File: src/rtl/dac_cfg_sequencer.sv
// dac_cfg_sequencer: round-robin arbiter and strobe generator for the
// shared dac_driver GPIO config bus. Optional stats: DAC_CFG_SEQ_STATS_EN.
module dac_cfg_sequencer #(
  parameter int NUM_REQ    = 2,
  parameter int SETUP_CYC  = 1,
  parameter int STROBE_CYC = 2,
  parameter int HOLD_CYC   = 5,
  localparam int IW = (NUM_REQ > 1) ? $clog2(NUM_REQ) : 1
) (
  input  logic                    clk,
  input  logic                    rst,
  input  logic [NUM_REQ-1:0]      req_valid,
  input  logic [16*NUM_REQ-1:0]   req_addr,
  input  logic [8*NUM_REQ-1:0]    req_data,
  output logic [NUM_REQ-1:0]      req_ready,
  output logic [31:0]             gpio_out,
  output logic                    busy,
  output logic [IW-1:0]           grant_idx
`ifdef DAC_CFG_SEQ_STATS_EN
  ,
  output logic [32*NUM_REQ-1:0]   wr_count
`endif
);

  if (NUM_REQ < 1 || NUM_REQ > 8 ||
      SETUP_CYC < 1 || SETUP_CYC > 255 ||
      STROBE_CYC < 1 || STROBE_CYC > 255 ||
      HOLD_CYC < 1 || HOLD_CYC > 255) begin : g_bad_param
    $error("dac_cfg_sequencer: illegal parameter value");
  end

  typedef enum logic [1:0] {
    IDLE,
    SETUP,
    STROBE,
    HOLD
  } state_t;

  state_t        state_q, state_d;
  logic [7:0]    cnt_q, cnt_d;
  logic [IW-1:0] rr_q, rr_d;
  logic [IW-1:0] gidx_q, gidx_d;
  logic [23:0]   bus_q, bus_d;
  logic          wclk_q, wclk_d;

  logic          found;
  logic [IW-1:0] win;

  // Round-robin search from rr_q, wrapping modulo NUM_REQ
  always_comb begin : p_arb
    int j;
    logic [NUM_REQ-1:0] sh;
    j     = 0;
    sh    = '0;
    found = 1'b0;
    win   = '0;
    for (int k = 0; k < NUM_REQ; k++) begin
      j = int'(rr_q) + k;
      if (j >= NUM_REQ) j = j - NUM_REQ;
      sh = req_valid >> j;
      if (!found && sh[0]) begin
        found = 1'b1;
        win   = IW'(j);
      end
    end
  end

  // One-hot accept, only offered while idle and out of reset
  always_comb begin
    req_ready = '0;
    if (!rst && state_q == IDLE && found)
      req_ready = NUM_REQ'(1) << win;
  end

  // Next-state, phase counter and bus capture
  always_comb begin
    state_d = state_q;
    cnt_d   = cnt_q;
    rr_d    = rr_q;
    gidx_d  = gidx_q;
    bus_d   = bus_q;
    unique case (state_q)
      IDLE: begin
        if (found) begin
          for (int i = 0; i < NUM_REQ; i++) begin
            if (IW'(i) == win)
              bus_d = {req_data[8*i+:8], req_addr[16*i+:16]};
          end
          gidx_d  = win;
          if (int'(win) == NUM_REQ - 1) rr_d = '0;
          else rr_d = win + 1'b1;
          state_d = SETUP;
          cnt_d   = 8'(SETUP_CYC - 1);
        end
      end
      SETUP: begin
        if (cnt_q == 8'd0) begin
          state_d = STROBE;
          cnt_d   = 8'(STROBE_CYC - 1);
        end else begin
          cnt_d = cnt_q - 8'd1;
        end
      end
      STROBE: begin
        if (cnt_q == 8'd0) begin
          state_d = HOLD;
          cnt_d   = 8'(HOLD_CYC - 1);
        end else begin
          cnt_d = cnt_q - 8'd1;
        end
      end
      HOLD: begin
        if (cnt_q == 8'd0) state_d = IDLE;
        else cnt_d = cnt_q - 8'd1;
      end
      default: state_d = IDLE;
    endcase
    wclk_d = (state_d == STROBE);
  end

  // State and registered bus; reset drops w_clk immediately
  always_ff @(posedge clk or posedge rst) begin
    if (rst) begin
      state_q <= IDLE;
      cnt_q   <= '0;
      rr_q    <= '0;
      gidx_q  <= '0;
      bus_q   <= '0;
      wclk_q  <= 1'b0;
    end else begin
      state_q <= state_d;
      cnt_q   <= cnt_d;
      rr_q    <= rr_d;
      gidx_q  <= gidx_d;
      bus_q   <= bus_d;
      wclk_q  <= wclk_d;
    end
  end

  assign gpio_out  = {7'b0, wclk_q, bus_q};
  assign busy      = (state_q != IDLE);
  assign grant_idx = gidx_q;

`ifdef DAC_CFG_SEQ_STATS_EN
  logic [31:0] wr_q [NUM_REQ];
  logic [31:0] wr_d [NUM_REQ];
  logic        wr_done;

  assign wr_done = (state_q == HOLD) && (cnt_q == 8'd0);

  // Count a write as it leaves HOLD
  always_comb begin
    for (int i = 0; i < NUM_REQ; i++) begin
      wr_d[i] = wr_q[i];
      if (wr_done && IW'(i) == gidx_q)
        wr_d[i] = wr_q[i] + 32'd1;
    end
  end

  // Per-requester completed-write counters
  always_ff @(posedge clk or posedge rst) begin
    if (rst) begin
      for (int i = 0; i < NUM_REQ; i++) wr_q[i] <= '0;
    end else begin
      for (int i = 0; i < NUM_REQ; i++) wr_q[i] <= wr_d[i];
    end
  end

  // Flatten counters onto the output port
  always_comb begin
    wr_count = '0;
    for (int i = 0; i < NUM_REQ; i++)
      wr_count[32*i+:32] = wr_q[i];
  end
`else
  // Statistics counters are not built in this configuration
`endif

endmodule

File: config.mk
export PLATFORM = sky130hd
export DESIGN_NAME = dac_cfg_sequencer
export DESIGN_NICKNAME = d
export VERILOG_FILES = /design/src/rtl/dac_cfg_sequencer.sv
export SDC_FILE = /design/constraint.sdc
export NUM_CORES = 1
export LEC_CHECK = 0
export BUFFER_PORTS_ARGS = -buffer_cell sky130_fd_sc_hd__buf_2
export CORE_MARGIN = 5
export CORE_UTILIZATION = 45
export CTS_CLUSTER_DIAMETER = 100
export CTS_CLUSTER_SIZE = 24
export DETAILED_ROUTE_END_ITERATION = 16
export PLACE_DENSITY = 0.76
export SLEW_MARGIN = 30
export SYNTH_ARGS = -nofsm -noshare
export SYNTH_HDL_FRONTEND = slang
export SYNTH_SLANG_ARGS = --single-unit
File: constraint.sdc
create_clock -name clk -period 5 [get_ports clk]
set_input_delay 0.5 -clock clk [delete_from_list [all_inputs] [get_ports clk]]
set_output_delay 0.5 -clock clk [all_outputs]
set_load 0.005 [all_outputs]
* Yosys cells after proc, flatten, opt, wreduce, memory -nomap -nowiden
Index checks and enable logic that the tools add are counted.
** Word-level totals
- Bits in registers :: 37
- Latch bits :: 0
- Output and inout bits :: 36
- ROM bits :: 0
- Memory bits (writable) :: 0
- Memories kept :: 0
** Cells by class
- Shifts and indexed selects :: 3
- Reductions and logical operators :: 10
- $mul :: 0
- Muxes and demuxes :: 19
- Eq/ne operators :: 6
- Bitwise logic cells :: 0
- Divide/modulo/power cells :: 0
- $lt $le $gt $ge :: 2
- $add $sub $neg :: 5
** Operators by type and width (count)
- 32-bit 2-to-1 mux :: 2
- 2-bit by 32-bit >> shifter with 1-bit output :: 2
- 8-bit 2-to-1 mux :: 4
- 8-bit case mux with 4 select lines :: 1
- 24-bit 2-to-1 mux :: 1
- 2-bit 2-to-1 mux :: 5
- 8-bit logical NOT :: 1
- 2-bit case mux with 4 select lines :: 1
- 8-bit by 1-bit subtractor with 8-bit output, second input constant :: 1
- 2-bit equality test, second input constant :: 3
- 1-bit 2-to-1 mux :: 5
- 2-bit inequality test, second input constant :: 2
- 2-bit AND reduction :: 2
- 1-bit logical AND :: 3
- 1-bit by 2-bit subtractor with 3-bit output, second input constant :: 1
- 2-bit by 2-bit subtractor with 3-bit output, second input constant :: 1
- 1-bit by 1-bit adder with 2-bit output, second input constant :: 1
- 2-bit by 1-bit equality test with 1-bit output, second input constant :: 1
- 1-bit by 2-bit >= comparator with 1-bit output, second input constant :: 1
- 2-bit >= comparator, second input constant :: 1
- 1-bit logical NOT :: 2
- 2-bit logical NOT :: 1
- 2-bit nonzero test :: 1
- 1-bit by 1-bit << shifter with 2-bit output, first input constant :: 1
- 1-bit adder, second input constant :: 1

* Depth between registers and ports, before layout
- Depth in word-level cells :: 10
- Mapped depth :: 6
- Depth with buffers taken out :: 6

* Worst setup path before layout
No wires, ideal clock.
- Path kind :: input-to-output
- From :: input port rst
- To :: output port req_ready[0]
- Path slack :: 2954 ps
- Path buffers :: 0
- Arrival :: 1546 ps
- Stages :: 2
- Cells stage by stage :: inv_1 -> and2_1
** On the way
- Word-level cells in the longest chain between the ends :: 4
** RTL lines
- from (decl) :: RTL line 11 : input logic rst,
- 1-bit logical NOT (no line)
- 1-bit logical AND (2 in a row) :: RTL line 71 : if (!rst && state_q == IDLE && found)
- 2-bit 2-to-1 mux :: RTL line 71
- to (decl) :: RTL line 15 : output logic [NUM_REQ-1:0] req_ready,
Every way passes these cells.

* Final worst setup path
- From :: register state_q[1]
- To :: output port req_ready[1]
** On the way
- Word-level cells in the longest chain between the ends :: 4
** RTL lines
- from (decl) :: RTL line 39 : state_t state_q, state_d;
- from (signal assigned) :: RTL line 131 : state_q <= state_d;
- 2-bit logical NOT :: RTL line 71
- 1-bit logical AND (2 in a row) :: RTL line 71
- 2-bit 2-to-1 mux :: RTL line 71
Every way passes these cells.

==> flow_metrics.py <==
metrics = {
    "drt": {
        "wire_per_inst_um": 15.0,
        "first_pass_iters": 6,
        "num_vias": 1664,
        "viasPerCell": 5.53,
        "drt_iter0_markers": 245,
        "final_antenna_net_count": 0,
        "route.detailed.drc": 0,
        "routed_wl_um": 4510,
    },
    "placement": {
        "dp_slack_ns": 2.57,
        "placed_cell_area_mm2": 0.00222,
        "port_buffers": 80,
        "place_inst": 294,
        "hpwl_um": 3200,
        "globalplace.congestion": 0.915,
    },
    "synth": {
        "synth_cells": 174,
        "synth.distinct_cells": 39,
        "ys_seq_elements": 37,
        "synth_warnings": 0,
        "synth_seq_area_share": 0.510,
        "synthTopCellsByArea": "dfrtp_1 (51%), a222oi_1 (13%), inv_1 (6.4%), buf_4 (3.3%), a21oi_1 (1.9%)",
        "netlist.top_cell.by_area": "dfrtp_1",
        "syn_area_mm2": 0.00181,
        "synth_top_area_share": 0.510,
        "syn_avg_cell_area_um2": 10.4,
    },
    "setup_path": {
        "cp-end-kind": "primary output",
        "cp_data_required_time_ns": 4.50,
        "max_stage_delay_ns": 0.83,
        "arrival_ns": 2.31,
        "reg2reg_from": "state_q[1]$_DFF_PP0_",
        "crit_path_start_kind": "flip-flop",
        "crit_path_max_fanout": 26,
        "slowest_stage": "and3_1",
        "rrSetupSlack_ns": 2.88,
        "reg2reg_to": "bus_q[17]$_DFFE_PP0P_",
        "crit_chain": "nor2_1, and3_1, and2_1, buf_2",
        "reg2regPathDepth": 4,
        "worstSetupPathType": "flip-flop to primary output",
    },
    "layout": {
        "layout_commonest_cell": "buf_2",
        "area_delta_synth_final_pct": 27.6,
        "register_area_um2": 926,
        "diodes": 0,
        "finalNonFillerCells": 301,
        "nNetsFinal": 305,
        "fillCellCount": 329,
        "fin_area_mm2": 0.00231,
        "multiInputGateArea_um2": 712,
        "drive_above_1_share": 0.386,
        "finalCoreUtilization": 0.587,
        "layout_common_cells": "buf_2 (80), dfrtp_1 (37), inv_1 (31), a222oi_1 (24)",
    },
    "sta": {
        "max_slew_margin": 0.397,
        "rsz0062_at_grt": "no",
        "finalMaxSlewViolations": 0,
        "setup_tns_ns": 0,
        "fmax_ghz": 0.356,
        "finalHoldViolations": 0,
        "period_share": 0.563,
        "tightest_slew_ns": 0.905,
        "setup_slack_ns": 2.19,
        "whs_ns": 0.309,
        "setup_viol": 0,
        "layout_min_cycle_time_ns": 2.81,
        "finClkSkew_ns": 0.00858,
    },
    "floorplan": {
        "coreArea_mm2": 0.00394,
        "pin_count": 88,
        "num_rows": 23,
        "dieHeight_um": 73.5,
        "die_area_mm2": 0.00540,
        "die_w_um": 73.5,
        "start_util": 0.460,
    },
    "clock_tree": {
        "cts_max_level": 2,
        "clk_latency_ns": 0.29,
        "post_cts_resized": 0,
        "cts_root_buf": "clkbuf_8",
        "cts_hold_buf": 0,
        "cts_tree": "yes",
        "cts_sinks": 37,
        "clk_path_buf_depth": 2,
        "clk_pin_slew_worst_paths_ns": 0.07,
        "post-cts-setup-buffers": 0,
        "cts_buffers": 5,
    },
    "power": {
        "p_total_mw": 1.33,
        "leakage_nw": 1.28,
        "cellPowerDensity_mw_per_mm2": 575,
        "irDropWorstVdd_uv": 307,
    },
    "min_path": {
        "hold_class": "input port to asynchronous set/reset pin",
    },
    "grt": {
        "grt-ovfl-total": 0,
        "grt_max_degree": 40,
        "antenna_found_initial": 0,
        "grt_pass1_vias": 1578,
        "grt_pass1_wl_um": 7210,
        "grtUsageTotal": 0.175,
    },
    "run": {
        "drv_cap": 0,
    },
    "run_status": {
        "status": "finished clean",
    },
}
metal layers:
| metal | up-vias | part of all wire | track usage |
|---|---|---|---|
| li1 | 794 | - | - |
| met1 | 789 | 0.44 | 0.232 |
| met5 | - | 0 | 0 |
| met2 | 77 | 0.45 | 0.258 |
| met4 | 0 | 0.012 | 0.0905 |
| met3 | 4 | 0.095 | 0.0506 |
synthesized netlist by cell type:
cell type / number
or3_2: 1
o22ai_1: 2
a31o_2: 1
or4_1: 1
or4_2: 1
a222oi_1: 24
a31oi_1: 3
nand3_1: 3
nand3b_1: 1
o21ai_0: 3
a311oi_1: 2
and3_1: 2
xnor2_1: 1
a311o_1: 1
nor4_4: 1
nor2_1: 6
nor3b_2: 1
and2_1: 3
o31ai_1: 1
nor4_1: 3
buf_4: 8
or4_4: 1
o21ai_1: 1
nor2b_1: 1
ha_1: 2
a221o_2: 1
a21o_1: 3
dfrtp_1: 37
inv_1: 31
nand4_1: 2
or3_1: 1
nand2_1: 3
clkbuf_1: 9
and4_2: 1
a21boi_0: 2
nor3_1: 1
a21oi_1: 7
conb_1: 1
nand2b_1: 1
layout make-up:
class | count | area share
clock buffers | 6 | 0.0357
clock inverters | 1 | 0.00324
inverters | 31 | 0.0503
multi-input cells | 95 | 0.308
flip-flops and latches | 37 | 0.400
well taps | 50 | 0.0270
repair buffers | 81 | 0.176
worst max-delay path, delay by kind of cell, from the launching register on:
family / cells / cell delay [ns]
and+or+nand+nor: 3 / 1.41
DFF: 1 / 0.51
buffers and inverters: 1 / 0.11
worst max path at each step:
stage                              end                  from  cells past startpoint
after CTS                 req_ready[1]  state_q[1]$_DFF_PP0_                      4
after detailed placement  req_ready[1]  state_q[1]$_DFF_PP0_                      4
after global routing      req_ready[0]  state_q[1]$_DFF_PP0_                      4
final                     req_ready[1]  state_q[1]$_DFF_PP0_                      4
after global placement    req_ready[1]  state_q[1]$_DFF_PP0_                      4
after floorplan           req_ready[0]                   rst                      2
state kept, by name, indices dropped and copies added (netlist names):
signal / count
wclk_q: 1
cnt_q: 8
grant_idx: 1
rr_q: 1
bus_q: 24
state_q: 2
logic make-up (layout without fill, tap and decap cells):
kind of cell | Yosys count | in the layout | share of synthesized area
buffers and inverters | 48 | 119 | 0.116
XOR/XNOR | 1 | 1 | 0.00483
other | 1 | 7 | 0.00207
AO/OA/AOI/OAI | 51 | 51 | 0.231
adder cells (fa/ha/maj) | 2 | 2 | 0.0138
flip-flops | 37 | 37 | 0.510
AND/OR/NAND/NOR | 34 | 34 | 0.122
power by group:
part,internal (mW),total [mW],switching [mW]
Clock,0.109,0.210,0.101
Combinational,0.282,0.547,0.265
Sequential,0.448,0.573,0.125
(Power assumes the default switching activity.)
